## src/rtl/adder_seq_ctrl.sv

```systemverilog
// adder_seq_ctrl
//
// Instruction sequencer for the adder/accumulator datapath. It accepts one
// opcode plus an 8-bit immediate per valid/ready handshake. It then steps
// through a fixed microsequence that drives the datapath control word.
// Every control output except op_data comes straight from a register.
//
// Optional feature: define ADDER_SEQ_SKZ_EN to enable the SKZ
// (skip-if-zero) instruction. When it is undefined, opcode 101 decodes
// as NOP and the zf input is ignored.
//
// Ports
//   clk          in   clock, all state on the rising edge
//   rst          in   synchronous reset, active-high
//   instr_valid  in   instruction present on instr_op/instr_imm
//   instr_ready  out  sequencer can accept (transfer on valid & ready)
//   instr_op     in   3-bit opcode
//                     000 NOP, 001 LDA, 010 ADD, 011 SUB, 100 OUT,
//                     101 SKZ, 110 HLT, 111 NOP
//   instr_imm    in   8-bit immediate for LDA/ADD/SUB
//   zf           in   ALU zero flag from the datapath
//   op_data      out  operand byte to the datapath input buffer
//   ld_bus       out  datapath input buffer drives the bus
//   nla          out  load register A, active-low
//   nlb          out  load register B, active-low
//   ea           out  register A bus enable, held 0
//   eu           out  ALU drives the bus
//   sub          out  ALU subtract
//   out_sel      out  1 = output pins show the bus, 0 = show register A
//   out_strobe   out  one-cycle pulse, register A valid on the output pins
//   halted       out  HLT executed; cleared only by rst

module adder_seq_ctrl (
  input  logic       clk,
  input  logic       rst,
  input  logic       instr_valid,
  output logic       instr_ready,
  input  logic [2:0] instr_op,
  input  logic [7:0] instr_imm,
  input  logic       zf,
  output logic [7:0] op_data,
  output logic       ld_bus,
  output logic       nla,
  output logic       nlb,
  output logic       ea,
  output logic       eu,
  output logic       sub,
  output logic       out_sel,
  output logic       out_strobe,
  output logic       halted
);

  localparam logic [2:0] OP_NOP  = 3'b000;
  localparam logic [2:0] OP_LDA  = 3'b001;
  localparam logic [2:0] OP_ADD  = 3'b010;
  localparam logic [2:0] OP_SUB  = 3'b011;
  localparam logic [2:0] OP_OUT  = 3'b100;
  localparam logic [2:0] OP_SKZ  = 3'b101;
  localparam logic [2:0] OP_HLT  = 3'b110;
  localparam logic [2:0] OP_NOP2 = 3'b111;

  typedef enum logic [2:0] {
    S_IDLE = 3'd0,
    S_T1   = 3'd1,
    S_T2   = 3'd2,
    S_T3   = 3'd3,
    S_OUTS = 3'd4,
    S_HALT = 3'd5
  } state_t;

  state_t     state;
  logic [2:0] op_q;
  logic [7:0] imm_q;
  logic       ready_q;
  logic       accept;

`ifdef ADDER_SEQ_SKZ_EN
  logic       skip;
`else
  logic       unused_zf;
  assign unused_zf = zf;
`endif

  // Reset must drop ready within the same cycle, before the edge takes effect.
  assign instr_ready = ready_q & ~rst;
  assign accept      = instr_valid & instr_ready;
  assign ea          = 1'b0;

  // The datapath registers its input byte, so the immediate only needs to be
  // presented during T1; the bus sees it in T2.
  assign op_data = (state == S_T1) ? imm_q : 8'h00;

  always_ff @(posedge clk) begin
    if (rst) begin
      state      <= S_IDLE;
      op_q       <= OP_NOP;
      imm_q      <= 8'h00;
      ready_q    <= 1'b1;
      ld_bus     <= 1'b0;
      nla        <= 1'b1;
      nlb        <= 1'b1;
      eu         <= 1'b0;
      sub        <= 1'b0;
      out_sel    <= 1'b1;
      out_strobe <= 1'b0;
      halted     <= 1'b0;
`ifdef ADDER_SEQ_SKZ_EN
      skip       <= 1'b0;
`endif
    end else begin
      // Control word defaults; each state below only overrides what it drives.
      ld_bus     <= 1'b0;
      nla        <= 1'b1;
      nlb        <= 1'b1;
      eu         <= 1'b0;
      sub        <= 1'b0;
      out_sel    <= 1'b1;
      out_strobe <= 1'b0;

      case (state)
        S_IDLE: begin
          if (accept) begin
            op_q  <= instr_op;
            imm_q <= instr_imm;
`ifdef ADDER_SEQ_SKZ_EN
            if (skip) begin
              // A pending skip consumes whatever arrives next, HLT included.
              skip <= 1'b0;
            end else begin
`else
            begin
`endif
              case (instr_op)
                OP_LDA, OP_ADD, OP_SUB: begin
                  state   <= S_T1;
                  ready_q <= 1'b0;
                  ld_bus  <= 1'b1;
                end
                OP_OUT: begin
                  state      <= S_OUTS;
                  ready_q    <= 1'b0;
                  out_sel    <= 1'b0;
                  out_strobe <= 1'b1;
                end
                OP_HLT: begin
                  state   <= S_HALT;
                  ready_q <= 1'b0;
                  halted  <= 1'b1;
                end
`ifdef ADDER_SEQ_SKZ_EN
                OP_SKZ: begin
                  // zf already reflects the previous instruction's result.
                  skip <= zf;
                end
`endif
                OP_NOP, OP_NOP2: begin
                end
                default: begin
                end
              endcase
            end
          end
        end

        // T1 -> T2: bus captures the primed byte into A (LDA) or B (ADD/SUB).
        S_T1: begin
          state  <= S_T2;
          ld_bus <= 1'b1;
          if (op_q == OP_LDA) begin
            nla <= 1'b0;
          end else begin
            nlb <= 1'b0;
          end
        end

        // T2 -> T3 or IDLE: LDA is complete; ADD/SUB write the ALU result into A.
        S_T2: begin
          if (op_q == OP_LDA) begin
            state   <= S_IDLE;
            ready_q <= 1'b1;
          end else begin
            state <= S_T3;
            eu    <= 1'b1;
            sub   <= (op_q == OP_SUB);
            nla   <= 1'b0;
          end
        end

        // T3 -> IDLE
        S_T3: begin
          state   <= S_IDLE;
          ready_q <= 1'b1;
        end

        // OUTS -> IDLE
        S_OUTS: begin
          state   <= S_IDLE;
          ready_q <= 1'b1;
        end

        S_HALT: begin
          halted  <= 1'b1;
          ready_q <= 1'b0;
        end

        default: begin
          state   <= S_IDLE;
          ready_q <= 1'b1;
        end
      endcase
    end
  end

endmodule

```

## config.mk

```make
export PLATFORM = sky130hd
export DESIGN_NAME = adder_seq_ctrl
export DESIGN_NICKNAME = d
export VERILOG_FILES = /design/src/rtl/adder_seq_ctrl.sv
export SDC_FILE = /design/constraint.sdc
export NUM_CORES = 1
export LEC_CHECK = 0
export ABC_AREA = 1
export CORE_UTILIZATION = 44
export CTS_CLUSTER_SIZE = 20
export DETAILED_ROUTE_END_ITERATION = 6
export PLACE_DENSITY = 0.73
export SYNTH_ARGS = -nofsm -noshare
export SYNTH_HDL_FRONTEND = slang
export SYNTH_SLANG_ARGS = --single-unit
```

## constraint.sdc

```tcl
create_clock -name clk -period 1.65 [get_ports clk]
set_input_delay 0.495 -clock clk [delete_from_list [all_inputs] [get_ports clk]]
set_output_delay 0.495 -clock clk [all_outputs]
set_load 0.02 [all_outputs]
```

==> results of run 1 <==
==> cells in the final DEF, fill, tap and decap left out <==
cell	synthesis	routed
clkbuf_4	0	3
inv_4	1	2
nor3_1	3	3
nor2_1	31	28
clkdlybuf4s50_1	0	12
nand3_1	4	4
nand2_1	16	15
and3_2	1	1
nand3b_1	1	1
nand2_2	1	2
dfxtp_1	23	23
nand3_4	2	2
buf_4	2	21
inv_2	1	2
a21oi_2	1	1
nor2_4	1	2
conb_1	1	1
inv_1	22	20
a21oi_1	5	5
nor2_2	0	2
clkinv_2	0	1
buf_6	2	2
dlygate4sd2_1	0	9
o21ai_0	16	16
==> repair_timing <==
action	4_1_cts	5_1_grt
gates cloned	0	0
pin swaps	2	1
endpoints found under the setup margin	17	8
resized for setup	60	4
setup buffers	1	0
hold buffers	0	0
==> final timing paths <==
path / start / endpoint / slack [ns] / depth (start not counted)
max: state[0]$_SDFFE_PP0P_ / op_data[3] / -0.02 / 5
min: halted$_SDFFE_PP0P_ / halted$_SDFFE_PP0P_ / 0.46 / 2
max reg2reg: state[2]$_SDFFE_PP0P_ / op_q[0]$_SDFFE_PP0N_ / 0.39 / 7
min reg2reg: halted$_SDFFE_PP0P_ / halted$_SDFFE_PP0P_ / 0.46 / 2
==> metal layers <==
layer | global-route usage [%] | routed length, um
met1 | 22.9 | 953
met2 | 31.3 | 966
met3 | 2.80 | 55
met4 | 5.88 | 9
met5 | 0 | 0
==> synth_stat cells (2+ instances only) <==
cell     number
a21oi_1       5
buf_6         2
dfxtp_1      23
inv_1        22
nand3_4       2
o21ai_0      16
nand2_1      16
nand3_1       4
buf_4         2
nor3_1        3
nor2_1       31
==> power groups by stage <==
stage               sequential, uW  clock, uW  combinational (uW)
floorplan                      758          0                 378
global placement               722          0                 669
detailed placement             724          0                 680
CTS                            714        269                 688
global route                   728        286                 774
finish                         714        258                 689
==> state kept, by name, indices dropped and copies added (netlist names) <==
name,count
nlb,1
out_strobe,1
op_q,3
imm_q,8
ready_q,1
nla,1
state,3
out_sel,1
sub,1
ld_bus,1
eu,1
halted,1
==> tightest hold or removal path, delay by kind of cell (launching register included) <==
family / cells / cell delay [ns]
compound gates: 1 / 0.05
buf+inv: 1 / 0.05
flops: 1 / 0.33
==> kinds of logic after synthesis <==
group                  Yosys count  share of synthesized area (%)
buffers and inverters           28                           13.2
and+or+nand+nor                 60                           28.3
other                            1                          0.380
DFF                             23                           46.6
AOI/OAI and AO/OA               22                           11.5
==> final cells by class <==
| type | instances | area (um2) |
|---|---|---|
| Multi-Input combinational cell | 83 | 412 |
| Inverter | 24 | 95.1 |
| Fill cell | 190 | 634 |
| Timing Repair Buffer | 44 | 379 |
| Clock buffer | 3 | 22.5 |
| Sequential cell | 23 | 460 |
| Clock inverter | 1 | 5.00 |
| Tap cell | 27 | 33.8 |
==> stage by stage <==
| step | cell area, um2 | util, % |
|---|---|---|
| after global placement | 1380 | 67.6 |
| after floorplan | 987 | - |
| after global routing | 1410 | 68.9 |
| after detailed placement | 1380 | 67.6 |
| after CTS | 1400 | 68.3 |
| final | 1410 | 68.9 |
==> results.txt, run 1 <==
first-pass GRT wire length -> 3.40 mm
top-level port count -> 33
Worst Path Arrival -> 1.18 ns
GRT Util Overall -> 18.2%
Setup TNS -> -0.107 ns
Synth Warn # -> 0
crit-path max FO -> 8
CP top delay family -> flip-flops
die area -> 0.00244 mm2
Final min period -> 1.67 ns
final setup margin -> -0.0204 ns
drc violations -> 0
Post-Syn Nets -> 149
GPL Wtd Cong -> 0.818
top cells by area, synth -> dfxtp_1 (47%), nor2_1 (12%), inv_1 (8.4%)
Synth-to-Final Area Change -> 42.6%
worst hold margin -> 0.463 ns
FF+latch count, synth -> 23
Internal Power -> 1050 uW
average cell area after synthesis -> 7.37 um2
share of cells above drive strength 1 -> 23.0%
Static Leakage -> 0.000655 uW
status -> finished with violations
clk slew on worst S/H paths -> 0.12 ns
floorplan row count -> 16
ANT nets after route -> 0
maxcap violations -> 0
Die H -> 49.4 um
HPWL Detailed -> 1.53 mm
clock power share -> 15.5%
Starting Density -> 48.3%
wire per inst -> 9.68 um
crit start category -> flip-flop
1st-iter DRT viols -> 21
type of destination of the critical path -> output pin
diodes inserted -> 0
Main synth FF type -> dfxtp_1
Async SR Flop Fraction -> 0%
Fmax -> 599 MHz
RSZ-0062 raised after global routing -> true
initial antenna violation count -> 0
Inst Count DP -> 200
total power -> 1660 uW
largest net degree at the start of global routing -> 16
EDFF count, synth -> 0
CP Buf/Inv Count -> 2
Final setup viols -> 8
failing checks -> setup timing
Worst VDD drop -> 0.685 mV
number of port buffers -> 30
P_sw -> 609 uW
vias per cell -> 4.53
level count of the clock H-tree -> 1
crit-path max cell delay -> 0.37 ns
Root Buffer -> clkbuf_4
gr ovfl total -> 0
Core Region -> 0.00204 mm2
CTS Buffer Depth -> 2
CTS tree -> yes
type of the most critical hold path -> reg -> reg
pwr/cell area -> 1180 mW/mm2
Post-Route WL -> 1.98 mm
nets@finish -> 194
pre-CTS WS -> -0.473 ns
largest area contributor in the netlist -> dfxtp_1
Syn Inst Count -> 134
Worst path slowest cell -> dfxtp_1
Clock Skew -> 0.00101 ns
DR pass1 iterations -> 4
Cell Count, Final, Fillers Out -> 205
vias in the first global route -> 824
Clock Latency Late Sink -> 0.31 ns
CP cell instances -> nand2_2, nor2_4, inv_4, nor2_1, buf_4
Required @ worst endpoint -> 1.15 ns
final count of pins violating max slew -> 0
fin crit share -> 101%
Clock Sink Count -> 23
CTS buffer count -> 3
Hold Violations, Final -> 0
via count -> 928
post-synth cell types -> 19
sw frac -> 36.7%
share of the synthesized area in the top cell type -> 46.6%
Comb pwr share -> 41.5%
Mapped Area -> 987 um2
register area share after synthesis -> 46.6%
WS Path Type -> reg -> out
Seq pwr share -> 43.0%
Die W -> 49.4 um
Power figures use the tool's default switching activity.
==> run 2: changes to the inputs <==
- MAX_ROUTING_LAYER: unset -> met4
- RECOVER_POWER: unset -> 50
==> results.txt, run 2 (synthesis results as in run 1) <==
status -> finished with violations
failing checks -> setup timing
Fmax -> 599 MHz (about the same)
die area -> 0.00244 mm2 (unchanged)
CTS tree -> yes
HP Start -> halted$_SDFFE_PP0P_
Synth-to-Final Area Change -> 41.4%
crit-path max cell delay -> 0.36 ns (about the same)
normalized max-slew margin -> 63.7%
floorplan row count -> 16 (unchanged)
level count of the clock H-tree -> 1 (unchanged)
gr ovfl total -> 0 (unchanged)
RSZ-0062 raised after global routing -> true
type of destination of the critical path -> output pin
ANT nets after route -> 0 (unchanged)
Worst VDD drop -> 0.713 mV (+4.0%)
R2R Path End -> imm_q[0]$_SDFFE_PP0N_
Final setup viols -> 8 (unchanged)
final setup margin -> -0.0200 ns (+0.000422 ns)
nets@finish -> 194 (unchanged)
GPL Wtd Cong -> 0.830 (+1.5%)
Worst R2R Path Depth -> 7 (unchanged)
r2r setup slk -> 0.23 ns (-0.16 ns)
Clock Latency Late Sink -> 0.31 ns (about the same)
Hold Path End -> halted$_SDFFE_PP0P_
Final min period -> 1.67 ns (-0.000422 ns)
maxcap violations -> 0 (unchanged)
Final Util -> 68.4% (-0.55 points)
Root Buffer -> clkbuf_4
largest net degree at the start of global routing -> 16 (unchanged)
Required @ worst endpoint -> 1.15 ns (about the same)
DR pass1 iterations -> 4 (unchanged)
vias per cell -> 4.54 (+0.22%)
GRT Util Overall -> 18.7% (+0.51 points)
crit start category -> flip-flop
drc violations -> 0 (unchanged)
Clock Skew -> 0.00111 ns (+0.000108 ns)
Top reg by flops -> imm_q
CTS buffer count -> 3 (unchanged)
total power -> 1650 uW (-0.69%)
HPWL Detailed -> 1.53 mm (unchanged)
WHS Path Cells -> 2 (unchanged)
Static Leakage -> 0.000644 uW (-1.7%)
vias in the first global route -> 826 (+0.24%)
final count of pins violating max slew -> 0 (unchanged)
WS Path Type -> reg -> out
type of the most critical hold path -> reg -> reg
reg2reg start -> state[2]$_SDFFE_PP0P_
CP cell instances -> nand2_2, nor2_4, inv_4, nor2_1, buf_4
clk slew on worst S/H paths -> 0.12 ns (about the same)
share of cells above drive strength 1 -> 20.8% (-2.2 points)
pwr/cell area -> 1180 mW/mm2 (+0.11%)
Worst path slowest cell -> dfxtp_1
initial antenna violation count -> 0 (unchanged)
top-level port count -> 33 (unchanged)
first-pass GRT wire length -> 3.40 mm (unchanged)
commonest non-fill, non-tap cells in the layout -> nor2_1 (28), dfxtp_1 (23), inv_1 (21)
Die W -> 49.4 um (unchanged)
crit-path max FO -> 8 (unchanged)
diodes inserted -> 0 (unchanged)
via count -> 930 (+0.22%)
commonest non-fill, non-tap cell in the layout -> nor2_1
1st-iter DRT viols -> 19 (-9.5%)
Core Region -> 0.00204 mm2 (unchanged)
fin crit share -> 101% (about the same)
Die H -> 49.4 um (unchanged)
Worst Path Arrival -> 1.17 ns (about the same)
Starting Density -> 48.3% (unchanged)
CTS Buffer Depth -> 2 (unchanged)
CTS Hold Buffers Added -> 0 (unchanged)
biggest registers after layout -> imm_q x8, op_q x3, state x3
number of port buffers -> 30 (unchanged)
max FFs per register -> 8 (unchanged)
Hold Violations, Final -> 0 (unchanged)
Clock Sink Count -> 23 (unchanged)
wire per inst -> 9.58 um (-1.0%)
worst slew pin tran -> 0.545 ns
Post-Route WL -> 1.96 mm (-1.0%)
run 2: cell types whose count changed in the layout (fill, tap and decap cells not counted):
| cell | before | now |
|---|---|---|
| buf_4 | 21 | 18 |
| clkbuf_1 | 0 | 3 |
| clkdlybuf4s50_1 | 12 | 11 |
| dlygate4sd3_1 | 0 | 1 |
| inv_1 | 20 | 21 |
| inv_2 | 2 | 1 |
run 2: stage by stage:
stage | hold slack (ns) | setup TNS (ns) | setup slack (ns) | cells | area (um2)
5_1_grt | 0.497 | -0.840 | -0.105 | 205 | 1400
4_1_cts | 0.460 | -0.418 | -0.0559 | 205 | 1400
2_1_floorplan | 0.456 | 0 | 0.0270 | 134 | 987
3_3_place_gp | 0.444 | -4.00 | -0.472 | 200 | 1380
6_report | 0.462 | -0.103 | -0.0200 | 205 | 1400
3_5_place_dp | 0.443 | -4.25 | -0.473 | 200 | 1380
run 2: final cells by class:
| class | count | area (um2) |
|---|---|---|
| clock buffers | 3 | 22.5 |
| clock inverters | 1 | 5.00 |
| fillers | 193 | 646 |
| inverters | 24 | 95.1 |
| multi-input cells | 83 | 412 |
| flip-flops and latches | 23 | 460 |
| well taps | 27 | 33.8 |
| repair buffers | 44 | 368 |
run 2: worst max-delay path by stage:
stage / start / end / slack (ns)
floorplan: state[1]$_SDFFE_PP0P_ / op_data[0] / 0.03
global placement: rst / instr_ready / -0.47
detailed placement: rst / instr_ready / -0.47
CTS: state[1]$_SDFFE_PP0P_ / op_data[1] / -0.06
global route: state[1]$_SDFFE_PP0P_ / op_data[1] / -0.11
finish: state[0]$_SDFFE_PP0P_ / op_data[3] / -0.02
run 2: critical path: cells and delay by family, from the launching register on:
kind / cells / cell delay, ns
flip-flops: 1 / 0.36
buffers and inverters: 2 / 0.21
AND/OR/NAND/NOR: 3 / 0.29
run 2: repair_timing:
| action | in CTS | in global routing |
|---|---|---|
| setup buffers | 1 | 0 |
| hold endpoints to repair | 0 | 0 |
| setup endpoints to repair | 17 | 8 |
| resized for setup | 60 | 4 |
| pin swaps | 2 | 1 |
run 2: layer usage:
metal	global-route usage [%]	routed length (um)
met4	5.88	9
met3	2.80	76
met1	22.9	914
met5	-	0
met2	31.3	964
run 2: power by group:
part | internal [uW] | switching, uW | total, uW
combinational | 286 | 392 | 678
sequential | 666 | 47.3 | 714
clock | 90.5 | 167 | 257
total | 1040 | 606 | 1650
==> run 3: changes to the inputs <==
--- a/config.mk
+++ b/config.mk
@@ -7,4 +7,5 @@
 export LEC_CHECK = 0
 export ABC_AREA = 1
+export CORE_MARGIN = 2
 export CORE_UTILIZATION = 44
 export CTS_CLUSTER_SIZE = 20
==> constraint.sdc (replaced) <==
create_clock -name clk -period 1.7 [get_ports clk]
set_input_delay 0.255 -clock clk [delete_from_list [all_inputs] [get_ports clk]]
set_output_delay 0.255 -clock clk [all_outputs]
set_load 0.02 [all_outputs]
==> results.txt, run 3 (synthesis results as in run 1) <==
Hold Violations, Final -> 0 (unchanged)
Synth-to-Final Area Change -> 31.8%
gr ovfl total -> 0 (unchanged)
GRT Util Overall -> 18.2% (-0.47 points)
FF/Latch Area -> 460 um2 (unchanged)
Final min period -> 1.55 ns
clk slew on worst S/H paths -> 0.12 ns (about the same)
WS Path Type -> reg -> out
type of destination of the critical path -> output pin
CP Buf/Inv Count -> 3 (+1)
dpl cell area -> 0.00134 mm2 (-3.2%)
Fillers -> 214 (+11%)
die area -> 0.00264 mm2 (+8.3%)
Clock Latency Late Sink -> 0.31 ns (about the same)
ANT nets after route -> 0 (unchanged)
CTS Buffer Depth -> 2 (unchanged)
largest net degree at the start of global routing -> 16 (unchanged)
CP cell instances -> inv_1, nand2_1, nor2_2, inv_2, nor2_1, buf_2
fin crit share -> 91.0%
RSZ-0062 raised after global routing -> false
P_sw -> 563 uW (-7.1%)
post-CTS setup buffers -> 0 (-1)
Worst VDD drop -> 0.514 mV (-28%)
Clock Skew -> 0.00111 ns (+0.000000140 ns)
total power -> 1530 uW (-7.3%)
top-level port count -> 33 (unchanged)
r2r setup slk -> 0.21 ns (-0.02 ns)
CP top delay family -> buffers and inverters
wire per inst -> 10.4 um (+8.5%)
first-pass GRT wire length -> 3.53 mm (+3.9%)
clock power share -> 16.4% (+0.8 points)
Die W -> 51.4 um (+4.1%)
Worst Path Arrival -> 1.29 ns (+0.12 ns)
Worst R2R Path Depth -> 7 (unchanged)
GPL Wtd Cong -> 0.813 (-2.0%)
Final setup viols -> 0 (-8)
Hold Path End -> halted$_SDFFE_PP0P_
Worst path slowest cell -> dfxtp_1
initial antenna violation count -> 0 (unchanged)
DR pass1 iterations -> 4 (unchanged)
final count of pins violating max slew -> 0 (unchanged)
Clock Sink Count -> 23 (unchanged)
Setup TNS -> 0 ns (+0.103 ns)
design area -> 0.00130 mm2 (-6.8%)
via count -> 907 (-2.5%)
Root Buffer -> clkbuf_4
max FFs per register -> 8 (unchanged)
Starting Density -> 45.5% (-2.8 points)
Required @ worst endpoint -> 1.44 ns (+0.29 ns)
Seq pwr share -> 45.8% (+2.5 points)
Fmax -> 647 MHz
CTS Hold Buffers Added -> 0 (unchanged)
diodes inserted -> 0 (unchanged)
Top reg by flops -> imm_q
HP Start -> halted$_SDFFE_PP0P_
crit-path max cell delay -> 0.32 ns (-0.04 ns)
biggest registers after layout -> imm_q x8, op_q x3, state x3
type of the most critical hold path -> reg -> reg
1st-iter DRT viols -> 9 (-10)
sw frac -> 36.8% (+0.093 points)
Static Leakage -> 0.000581 uW (-9.7%)
pwr/cell area -> 1170 mW/mm2 (-0.56%)
reg2reg start -> state[1]$_SDFFE_PP0P_
WHS Path Cells -> 2 (unchanged)
number of port buffers -> 30 (unchanged)
crit-path max FO -> 8 (unchanged)
floorplan row count -> 17 (+1)
Internal Power -> 965 uW (-7.5%)
drc violations -> 0 (unchanged)
HPWL Detailed -> 1.57 mm (+2.0%)
level count of the clock H-tree -> 1 (unchanged)
Comb pwr share -> 37.7% (-3.4 points)
normalized max-slew margin -> 63.9% (+0.25 points)
commonest non-fill, non-tap cell in the layout -> nor2_1
crit start category -> flip-flop
worst slew pin tran -> 0.541 ns (-0.00382 ns)
R2R Path End -> imm_q[6]$_SDFFE_PP0N_
CTS buffer count -> 3 (unchanged)
nets@finish -> 187 (-3.6%)
Core Region -> 0.00217 mm2 (+6.2%)
commonest non-fill, non-tap cells in the layout -> nor2_1 (30), dfxtp_1 (23), inv_1 (21), clkdlybuf4s50_1 (21)
footprint of the multi-input gates -> 387 um2 (-6.1%)
CTS tree -> yes
Die H -> 51.4 um (+4.1%)
vias in the first global route -> 862 (+4.4%)
vias per cell -> 4.56 (+0.47%)
Post-Route WL -> 2.07 mm (+5.3%)
status -> finished clean
maxcap violations -> 0 (unchanged)
share of cells above drive strength 1 -> 14.0% (-6.8 points)
==> run 3: cell types whose count changed in the layout (fill, tap and decap cells not counted), moves of 2 or more <==
cell             delta
buf_2               +8
buf_4              -14
buf_6               -2
clkdlybuf4s50_1    +10
dlygate4sd2_1       -8
nor2_1              +2
==> run 3: timing repair <==
item                                    in CTS  in global routing
endpoints found under the setup margin       9                  8
resized for setup                           27                  8
hold endpoints to repair                     0                  0
==> run 3: power by group through the flow <==
stage	Clock (uW)	Sequential, uW	Combinational (uW)
after floorplan	0	736	367
after global routing	281	713	652
final	251	701	576
after global placement	0	709	605
after detailed placement	0	713	617
after CTS	260	701	618
==> run 3: per-stage QoR <==
stage	setup WS, ns	cells	hold slack (ns)	utilization [%]
3_5_place_dp	-0.0453	195	0.455	61.6
6_report	0.154	199	0.468	60.0
3_3_place_gp	-0.00519	195	0.441	61.6
5_1_grt	0.0181	199	0.513	60.0
2_1_floorplan	0.317	134	0.386	-
4_1_cts	0.0208	199	0.475	63.4
==> run 3: worst max path at each step <==
stage | from | end | slack, ns | depth (start not counted)
finish | state[1]$_SDFFE_PP0P_ | op_data[5] | 0.15 | 6
global route | state[1]$_SDFFE_PP0P_ | op_data[7] | 0.02 | 6
CTS | state[1]$_SDFFE_PP0P_ | op_data[5] | 0.02 | 6
detailed placement | state[1]$_SDFFE_PP0P_ | op_data[0] | -0.05 | 6
global placement | rst | instr_ready | -0.005 | 3
floorplan | state[1]$_SDFFE_PP0P_ | op_data[0] | 0.32 | 5
==> run 3: area by class of cell <==
| cell class | instances | area share, % |
|---|---|---|
| Multi-Input combinational cell | 83 | 29.7 |
| Timing Repair Buffer | 37 | 23.1 |
| Clock buffer | 4 | 2.02 |
| Tap cell | 28 | 2.69 |
| Sequential cell | 23 | 35.4 |
| Inverter | 24 | 7.12 |
==> run 3: metal layers <==
layer	global-route usage, %	vias up	wire length [um]
li1	-	482	-
met1	19.5	393	853
met2	33.5	30	1080
met3	2.92	2	113
met4	6.58	0	17
met5	-	-	0
==> run 3: worst reg2reg max path: stages, from the launching register on <==
cell and delay, ns:
dfxtp_1 0.32, inv_1 0.06, clkbuf_1 0.14, nand3_1 0.21, nor2_4 0.22, clkbuf_1 0.25, o21ai_0 0.12, nor2_1 0.11
==> variant 1: new RTL, settings of run 2 <==
Build with the macro `ADDER_SEQ_SKZ_EN` defined.
--- a/src/rtl/adder_seq_ctrl.sv
+++ b/src/rtl/adder_seq_ctrl.sv
@@ -30,6 +30,8 @@
 //   out_strobe   out  one-cycle pulse, register A valid on the output pins
 //   halted       out  HLT executed; cleared only by rst
 
+`define ADDER_SEQ_SKZ_EN
+
 module adder_seq_ctrl (
   input  logic       clk,
   input  logic       rst,
Function: changed (a bounded check fails within 4 cycles, from zero or initial values and one cycle with rst high).
==> variant 1 against run 2 <==
- the flow still finishes with violations (negative setup slack)
- routed wire length is 17% higher
- total power is 3.3% higher
- clock power is 8.9% lower
- count of clock-buffer cells in the layout stayed put
- sequential cell count is 1 higher
- design area is 3.9% higher
- area after synthesis is 0.25% lower
- setup slack worse by 0.15 ns
- hold slack better by 0.00082 ns
- clock skew is 0.0047 ns higher
- critical path type unchanged
- critical endpoint is now op_data[4]
- largest power group unchanged
==> variant 1: results (changes against run 2) <==
- Number of library cell types mapped by synthesis: 23 (+4)
- The net load switching power was 606.3 uW (about the same).
* Vias in the first global route: 864 (+4.6%)
* Sum of net half-perimeters after detailed placement: 1.699 mm (+11%)
- Slack of the critical path: -0.1703 ns (-0.1503 ns)
* Family with the most delay on the worst path: buffers and inverters
- The final reports fail on negative setup slack.
- The internal reg-to-reg setup slack is 0.18 ns (-0.05 ns).
- The net count of the mapped netlist is 147 (-1.3%).
- Routed via count divided by cell count: 4.699 (+3.6%)
* Number of setup buffers added after CTS: 3 (+2)
* Crit Reg-Reg Endpoint: imm_q[3]
- The post-synthesis instance total came to 132 (-1.5%).
- The number of placed instances, taps included was 197 (-1.5%).
* Source-to-sink clock delay at the later pin of the worst-skew pair: 0.29 ns (-0.02 ns)
* Worst IR drop on VDD: 695.8 uV (-2.4%)
- The routed wire length on met3 was 111 um (+46%).
- The fraction of final layout cells sized beyond drive strength 1 was 0.2514 (+0.04353).
- Setup skew after layout: 0.005836 ns (+0.004721 ns)
- The met2 layer wire length in the routed design is 1.114 mm (+16%).
* Arr. time, crit path: 1.33 ns (+0.16 ns)
* Dominant cells by area after synthesis: sky130_fd_sc_hd__dfxtp_1 49%, sky130_fd_sc_hd__nor2_1 7.6%, sky130_fd_sc_hd__a21oi_1 7.1%, sky130_fd_sc_hd__o21ai_0 7.1%, sky130_fd_sc_hd__inv_1 6.1%
- Setup violation total in the final timing report: 8 (unchanged)
- Worst reg2reg path depth: 9 (+2)
- Slowest-stage cell, CP: sky130_fd_sc_hd__dfxtp_2
* End of the critical path: op_data[4]
* Global placement routability congestion: 0.8552 (+3.0%)
- The worst hold path begins at op_q[2].
- In this run the critical register-to-register path is launched from state[0].
- Leakage power: 0.0006417 uW (-0.31%)
* Sequential cell area fraction in the yosys report: 0.4879 (+0.02152)
- Overall via count from detail_route: 968 (+4.1%)
* End point of the worst hold path: op_q[2]
- The run finished, with violations left.
- IO Port Bufs: 31 (+3.3%)
- The number of gates resized after CTS is 59 (-1.7%).
* Synth top cells by count: 24 x sky130_fd_sc_hd__dfxtp_1, 20 x sky130_fd_sc_hd__nor2_1, 16 x sky130_fd_sc_hd__inv_1
[variant 1: cell types whose count changed after synthesis, moves of 2 or more]
cell                             run 2  this run
sky130_fd_sc_hd__nand3_4             2         0
sky130_fd_sc_hd__buf_6               2         0
sky130_fd_sc_hd__inv_1              22        16
sky130_fd_sc_hd__buf_2               0         2
sky130_fd_sc_hd__a21oi_1             5        14
sky130_fd_sc_hd__inv_2               1         6
sky130_fd_sc_hd__nand2_1            16        14
sky130_fd_sc_hd__nor2_1             31        20
sky130_fd_sc_hd__o21ai_0            16        14
[variant 1: layout make-up]
type                            count  area share
Clock buffer                        3     0.01553
Timing Repair inverter              1    0.005177
Tap cell                           27     0.02330
Inverter                           22     0.05867
Sequential cell                    24      0.3330
Timing Repair Buffer               48      0.2821
Multi-Input combinational cell     81      0.2821
[variant 1: power by group through the flow]
stage               clock, uW  combinational (uW)  sequential [uW]
CTS                       248                 702              735
finish                    234                 734              736
detailed placement          0                 659              744
global placement            0                 642              739
global route              285                 810              749
floorplan                   0                 364              776
[variant 1: cells by family (layout without fill, tap and decap cells)]
group	Yosys count	count (layout)	synth area share
AND/OR/NAND/NOR	50	50	0.2402
other	1	1	0.003808
buffers and inverters	27	74	0.1131
flip-flops	24	24	0.4879
AO/OA/AOI/OAI	30	30	0.1550
[variant 1: layer usage]
metal  global-route usage  up-vias
li1                     -      510
met1               0.2615      428
met2               0.3607       28
met3              0.03738        2
met4              0.05882        0
met5                    -        -
[variant 1: stage by stage]
stage	setup slack [ns]	cell area, um^2
4_1_cts	-0.2104	1424
5_1_grt	-0.2782	1450
3_3_place_gp	-0.5676	1390
3_5_place_dp	-0.5566	1390
6_report	-0.1703	1450
2_1_floorplan	0.1499	984.7
==> variant 2: new RTL, config.mk and constraints of run 2 <==
Made on the original files. The 6 states of `state_t` get a Gray code encoding in 3 bits.
--- a/src/rtl/adder_seq_ctrl.sv
+++ b/src/rtl/adder_seq_ctrl.sv
@@ -60,12 +60,12 @@
   localparam logic [2:0] OP_NOP2 = 3'b111;
 
   typedef enum logic [2:0] {
-    S_IDLE = 3'd0,
-    S_T1   = 3'd1,
-    S_T2   = 3'd2,
-    S_T3   = 3'd3,
-    S_OUTS = 3'd4,
-    S_HALT = 3'd5
+    S_IDLE = 3'b000,
+    S_T1   = 3'b001,
+    S_T2   = 3'b011,
+    S_T3   = 3'b010,
+    S_OUTS = 3'b110,
+    S_HALT = 3'b111
   } state_t;
 
   state_t     state;
Function: same outputs for any inputs over 10 cycles, from zero or initial values and one cycle with rst high; not proved beyond that.
==> variant 2 against run 2 <==
- the flow still finishes with violations (negative setup slack)
- sequential cell count unchanged
- design area up 1.1%
- highest routed layer unchanged
- register-to-register slack gained 0.12 ns
- routed wire length is 12% higher
- non-clock buffer count shrank 1
- cell count rose by 0.49%
- clock power is 2% higher
- setup slack got worse by 0.15 ns
- area after synthesis down 0.89%
- total power fell by 19%
- critical path type unchanged
==> variant 2: results (changes against run 2) <==
- Worst slack at placement: -0.4816 ns (-0.008446 ns)
- The setup skew after layout came to 0.001212 ns (+0.00009718 ns).
* Fin area: 1411 um^2 (+1.1%)
- The worst register-to-register path ends at op_q[2].
- Detailed-routing iteration count for the pre-antenna-repair pass: 5 (+1)
* Setup violation total in the final timing report: 8 (unchanged)
- Proportion of layout cells with a drive suffix above 1: 0.2402 (+0.03236)
* Synth Area per Inst: 7.248 um^2 (-1.6%)
- Counting instances in the post-synthesis netlist gives the leading cell types as 33 x sky130_fd_sc_hd__nor2_1, 23 x sky130_fd_sc_hd__dfxtp_1, 20 x sky130_fd_sc_hd__inv_1, 14 x sky130_fd_sc_hd__nand2_1, 9 x sky130_fd_sc_hd__nand3_1.
- Transition at the pin with the smallest max-transition slack: 0.6742 ns (+0.1295 ns)
* Number of standard cells in the final layout excluding fillers: 206 (+0.49%)
- Slack of the critical path: -0.1656 ns (-0.1456 ns)
- The global-route wire length before repair was 3.746 mm (+10%).
* Failing checks: negative setup slack
- Vias in the first global route: 885 (+7.1%)
- Met1 routed wirelength after detailed routing: 1.057 mm (+16%)
* Outcome: complete, but fails checks
- The met2 layer wire length in the routed design came to 1.040 mm (+7.9%).
- Switching fraction of total power: 0.3341 (-0.03340)
* Leakage power: 0.0006562 uW (+1.9%)
* Number of library cell types mapped by synthesis: 23 (+4)
* Final nets: 195 (+0.52%)
- Fill cells: 187 (-3.1%)
- The average wire length per cell after detail routing is 10.64 um (+11%).
- The last weighted congestion value of the routability-driven placer is 0.8208 (-1.1%).
- Sum of net half-perimeters after detailed placement: 1.721 mm (+12%)
- The net count of the mapped netlist is 150 (+0.67%).
* Overall via count from detail_route: 953 (+2.5%)
* Worst IR drop on VDD: 738.7 uV (+3.6%)
- After synthesis, the cell types taking the most area are sky130_fd_sc_hd__dfxtp_1 47%, sky130_fd_sc_hd__nor2_1 13%, sky130_fd_sc_hd__inv_1 7.7%, sky130_fd_sc_hd__nand2_1 5.4%, sky130_fd_sc_hd__nand3_1 4.6%.
- Min-delay src: op_q[1]
## variant 2: layout make-up
type | count | area [um^2] | area share
sequential | 23 | 461.7 | 0.3271
multi-input combinational | 85 | 421.7 | 0.2988
timing repair buffer | 43 | 371.6 | 0.2633
inverter | 24 | 95.09 | 0.06738
tap | 27 | 33.78 | 0.02394
clock buffer | 3 | 22.52 | 0.01596
clock inverter | 1 | 5.005 | 0.003546
## variant 2: power by group through the flow
stage / Combinational (uW) / Sequential (uW) / Clock [uW]
after global placement: 414 / 657 / 0
after floorplan: 222 / 678 / 0
final: 431 / 651 / 261
after global routing: 478 / 659 / 283
after detailed placement: 424 / 661 / 0
after CTS: 411 / 650 / 264
## variant 2: routing by layer
layer	vias to the layer above	track usage
met5	-	-
met4	0	0.04412
met3	2	0.05607
met2	21	0.3402
met1	422	0.2490
li1	508	-
## variant 2: repair_timing
item                                    in CTS  in global routing
hold buffers                                 0                  0
endpoints found under the setup margin      17                  8
resized for setup                           56                 11
gates cloned                                 0                  0
pin swaps                                    2                  1
## variant 2: worst min path at each step
stage,cells past startpoint,slack (ns),end
floorplan,2,0.43,sub
global placement,2,0.45,sub
detailed placement,2,0.45,sub
CTS,2,0.48,sub
global route,2,0.50,sub
finish,2,0.47,sub
## variant 2: cell families (layout without fill, tap and decap cells)
logic type	count (synthesis)	count (layout)	synth area share
flops	23	23	0.4706
other cells	1	1	0.003833
buf+inv	27	71	0.1189
compound gates	22	22	0.1215
simple gates	62	62	0.2852
## variant 2: per-stage QoR
step	setup TNS [ns]	utilization
2_1_floorplan	0	-
3_3_place_gp	-4.259	0.6856
3_5_place_dp	-4.637	0.6856
4_1_cts	-1.470	0.6832
5_1_grt	-1.917	0.6980
6_report	-1.120	0.6980
